===== config.mk =====
export PLATFORM = sky130hd
export DESIGN_NAME = chunked_adder_sub
export DESIGN_NICKNAME = d
export VERILOG_FILES = /design/src/rtl/chunked_adder_sub.sv
export SDC_FILE = /design/constraint.sdc
export NUM_CORES = 1
export LEC_CHECK = 0
export ABC_AREA = 1
export CORE_ASPECT_RATIO = 0.8
export CORE_MARGIN = 10
export CORE_UTILIZATION = 51
export DETAILED_ROUTE_END_ITERATION = 6
export HOLD_SLACK_MARGIN = 0.15
export PLACE_DENSITY = 0.86
export SLEW_MARGIN = 30
export SYNTH_ARGS = -nofsm -noshare
export SYNTH_HDL_FRONTEND = slang
export SYNTH_SLANG_ARGS = --single-unit

===== constraint.sdc =====
create_clock -name clk -period 3.4 [get_ports clk]
set_input_delay 0.68 -clock clk [delete_from_list [all_inputs] [get_ports clk]]
set_output_delay 0.68 -clock clk [all_outputs]
set_load 0.005 [all_outputs]

===== src/rtl/chunked_adder_sub.sv =====
// chunked_adder_sub: multi-cycle WIDTH-bit add/subtract, CHUNK bits per clock, valid/ready on both sides
module chunked_adder_sub #(
  parameter int WIDTH = 16,
  parameter int CHUNK = 4
) (
  input  logic             clk,
  input  logic             reset,
  input  logic             in_valid,
  output logic             in_ready,
  input  logic [WIDTH-1:0] a,
  input  logic [WIDTH-1:0] b,
  input  logic             c_in,
  input  logic             sub,
  output logic             out_valid,
  input  logic             out_ready,
  output logic [WIDTH-1:0] s,
  output logic             c_out,
  output logic             ovf,
  output logic             zero
);
  localparam int N  = WIDTH / CHUNK;
  localparam int CW = N > 1 ? $clog2(N) : 1;
  localparam logic [1:0] IDLE = 2'd0;
  localparam logic [1:0] RUN  = 2'd1;
  localparam logic [1:0] DONE = 2'd2;
  if (CHUNK < 1 || CHUNK > WIDTH || WIDTH % CHUNK != 0) begin : g_bad_params
    $error("chunked_adder_sub: WIDTH must be a multiple of CHUNK and 1 <= CHUNK <= WIDTH");
  end
  logic [1:0]       state_q;
  logic [CW-1:0]    count_q;
  logic             carry_q;
  logic [WIDTH-1:0] a_q, b_q, s_q, s_d;
  logic             c_out_q, ovf_q, zero_q;
  logic [CHUNK:0]   sum;
  logic             last;
  always_comb begin
    sum  = {1'b0, a_q[count_q*CHUNK +: CHUNK]} + {1'b0, b_q[count_q*CHUNK +: CHUNK]} + {{CHUNK{1'b0}}, carry_q};
    s_d  = s_q;
    s_d[count_q*CHUNK +: CHUNK] = sum[CHUNK-1:0];
    last = count_q == CW'(N - 1);
  end
  always_ff @(posedge clk) begin
    if (reset) begin
      state_q <= IDLE;
      count_q <= '0;
      carry_q <= 1'b0;
      s_q     <= '0;
      c_out_q <= 1'b0;
      ovf_q   <= 1'b0;
      zero_q  <= 1'b0;
    end else if (state_q == IDLE) begin
      if (in_valid) begin
        a_q     <= a;
        b_q     <= sub ? ~b : b;
        carry_q <= c_in ^ sub;
        count_q <= '0;
        state_q <= RUN;
      end
    end else if (state_q == RUN) begin
      s_q     <= s_d;
      carry_q <= sum[CHUNK];
      if (last) begin
        // carry into the MSB recovered from the MSB sum bit and its operands
        c_out_q <= sum[CHUNK];
        ovf_q   <= a_q[WIDTH-1] ^ b_q[WIDTH-1] ^ s_d[WIDTH-1] ^ sum[CHUNK];
        zero_q  <= ~|s_d;
        state_q <= DONE;
      end else begin
        count_q <= count_q + CW'(1);
      end
    end else begin
      state_q <= (state_q == DONE && !out_ready) ? DONE : IDLE;
    end
  end
  assign in_ready  = state_q == IDLE;
  assign out_valid = state_q == DONE;
  assign s         = s_q;
  assign c_out     = c_out_q;
  assign ovf       = ovf_q;
  assign zero      = zero_q;
endmodule

==> results_dict.tcl <==
set metrics [dict create \
    maxCapViolCount 0 \
    overflow 0 \
    met3_length_um 472 \
    cp-startpoint "count_q[1]$_SDFFE_PP0P_" \
    fmax_ghz 0.3462 \
    drtIter0Drc 121 \
    drcViolationCount 0 \
    synth_top_area_share_pct 33.20 \
    num_vias 2413 \
    num_antenna_cells 0 \
    dpl_cell_area_mm2 0.003547 \
    postCtsSetupBuffers 0 \
    synth_top_cell_by_area "edfxtp_1" \
    ioPinCount 59 \
    fp.dieArea_mm2 0.009106 \
    leakagePower_nw 1.599 \
    design_area_mm2 0.003638 \
    drive_above_1_share_pct 4.250 \
    clk_latency_ps 310 \
    slew_headroom_pct 43.29 \
    slew_viol_final 0 \
    path_cells "inv_1 -> o21ai_0 -> o22ai_1 -> fa_1 -> inv_1 -> fa_1 -> nor2_1 -> nand3_1 -> nand2_1 -> nor2_1 -> nand2_1 -> nor2_1 -> nand2_1 -> nor2_1 -> nand3_1 -> a21oi_1" \
    fin_crit_sh_pct 84.95 \
    critPathMaxStageDelay_ps 550 \
    clock_sinks 56 \
    clkTransAtPathRegs_ps 100 \
    ctsResizeCount 0 \
    htreeDepth 2 \
    finalClockSkew_ps 8.092 \
    syn_nets 391 \
    synthTopCellsByArea "edfxtp_1 33%, dfxtp_1 17%, nand2_1 7.7%, inv_1 6.9%, nor2_1 6.4%" \
    nNetsFinal 448 \
    drt_pass1_iterations 4 \
    avgSynthCellArea_um2 8.462 \
    ys_types 29 \
    p_per_area_mw_per_mm2 450.7 \
    cp_common_cell "nor2_1" \
    dp_hpwl_mm 5.136 \
    ir_drop_v 0.0002498 \
    grt_pass1_wl_mm 11.44 \
    root_buffer "clkbuf_8" \
    setup_viol 0 \
    cp-end-kind "flip-flop" \
    globalplace.congestion 0.8722 \
    dpl_worst_slack_ps 517.7 \
    tightestPinTransition_ps 848.1 \
    antenna_found_initial 0 \
    min_period_ps 2888 \
    chipHeight_um 87.38 \
    final_hold_viol_count 0 \
    syn_area_mm2 0.002894 \
    rsz0062_at_grt "false" \
    ys_seq_area_share_pct 49.81 \
    cts_hold_buf 0 \
    met1_length_mm 2.925 \
    totalPowerFinal_mw 1.640 \
    cp.arrival_ps 3090 \
    required_ps 3600 \
    dieWidth_um 104.2 \
    rr_startpoint "count_q[1]$_SDFFE_PP0P_" \
    via_per_inst 5.048 \
    grt_pass1_vias 2470 \
    grt_use_total_pct 15.00 \
    avgRoutedWirePerCell_um 13.82 \
    postRouteAntennaNets 0 \
    hold_path_startpoint "s[13]$_SDFFE_PP0P_" \
    dr.max_layer_used "met4" \
    slowest_stage "dfxtp_1" \
    setup-tns-final_ps 0 \
    fp.coreArea_mm2 0.005465 \
    cp-start-kind "flip-flop" \
    fin_ws_ps 511.8 \
    grt_max_degree 33 \
    yosys_warnings 0 \
    syn_to_final_growth_pct 25.72 \
    status "finished, final reports clean" \
    synthCells 342 \
    wirelength_mm 6.605 \
    tritoncts "built" \
    fp-row-count 24 \
    cts.path.max_buffers 2 \
    hold_path.class "reg -> reg" \
    fin_util_pct 66.58 \
    start_util_pct 52.95 \
    ys_seq_elements 56 \
    route.met2.wl_mm 3.105 \
    cp_max_fo 13 \
    io_buffer_count 58 \
    cts_inserted_buffers 5 \
    path_class "reg -> reg" \
]
[final timing paths]
| path | to | slack [ps] | cells after the start |
|---|---|---|---|
| worst min register to register | s[13]$_SDFFE_PP0P_ | 510 | 2 |
| worst max register to register | zero$_SDFFE_PP0P_ | 510 | 16 |
| worst max-delay path | zero$_SDFFE_PP0P_ | 510 | 16 |
| worst min-delay path | s[13]$_SDFFE_PP0P_ | 510 | 2 |
[cells by family after synthesis]
group                    after synthesis  synth area share, %
AND/OR/NAND/NOR                      132                18.50
adder cells (fa/ha/maj)               11                5.275
AO/OA/AOI/OAI                         59                11.80
XOR/XNOR                              19                5.750
buffers and inverters                 65                8.863
flip-flops                            56                49.81
[cell usage after synthesis (all sizes together)]
master   number
a2111oi       1
a211oi        1
a21boi        1
a21oi        10
a31oi         1
a32oi         2
buf           8
clkbuf        4
dfxtp        24
edfxtp       32
fa            2
ha            9
inv          53
nand2        59
nand3        18
nand4         2
nor2         51
nor3          2
o211ai        5
o21a          1
o21ai        30
o21bai        1
o22ai         6
xnor2         2
xor2         17
[metal layers]
metal,vias to the layer above,track usage [%]
li1,1223,-
met1,1105,17.63
met2,73,25.63
met3,12,4.956
met5,-,0
met4,0,4.666
[cell usage in the layout (no fill, tap or decap), types with 2 or more instances in the layout]
cell	instances
a21oi_1	10
a32oi_1	2
buf_4	4
clkbuf_8	5
clkdlybuf4s50_1	58
dfxtp_1	24
edfxtp_1	32
fa_1	2
ha_1	9
inv_1	53
nand2_1	59
nand3_1	17
nand4_1	2
nor2_1	48
nor2_2	3
nor3_1	2
o211ai_1	5
o21ai_0	29
o22ai_1	6
xnor2_1	2
xor2_1	17
[per-stage QoR]
step / hold WS [ps] / cells
floorplan: 460.5 / 342
global placement: 472.4 / 470
detailed placement: 492.9 / 470
CTS: 508.3 / 478
global route: 538.0 / 478
finish: 514.2 / 478
[sequential cells by signal, summed over array words and instances, names as in the netlist]
signal   cells
count_q      2
ovf          1
state_q      2
c_out        1
a_q         16
zero         1
b_q         16
carry_q      1
s           16
[worst max-delay path, delay by kind of cell (launching register included)]
kind / cells / cell delay [ps]
buf+inv: 2 / 370
fa+ha+maj: 2 / 860
flops: 1 / 550
compound gates: 3 / 340
simple gates: 9 / 670
[final cells by class]
type                    instances  area (um^2)
clock inverters                 3        22.52
multi-input cells             221         1199
repair buffers                 62        610.6
inverters                      53        198.9
fillers                       462         1827
flip-flops and latches         56         1441
clock buffers                   5        68.82
well taps                      78        97.59
[power by group]
group          switching [mW]  internal, mW
Combinational           0.268         0.200
Sequential             0.0283         0.770
Clock                   0.225         0.148
(Power assumes the default switching activity.)
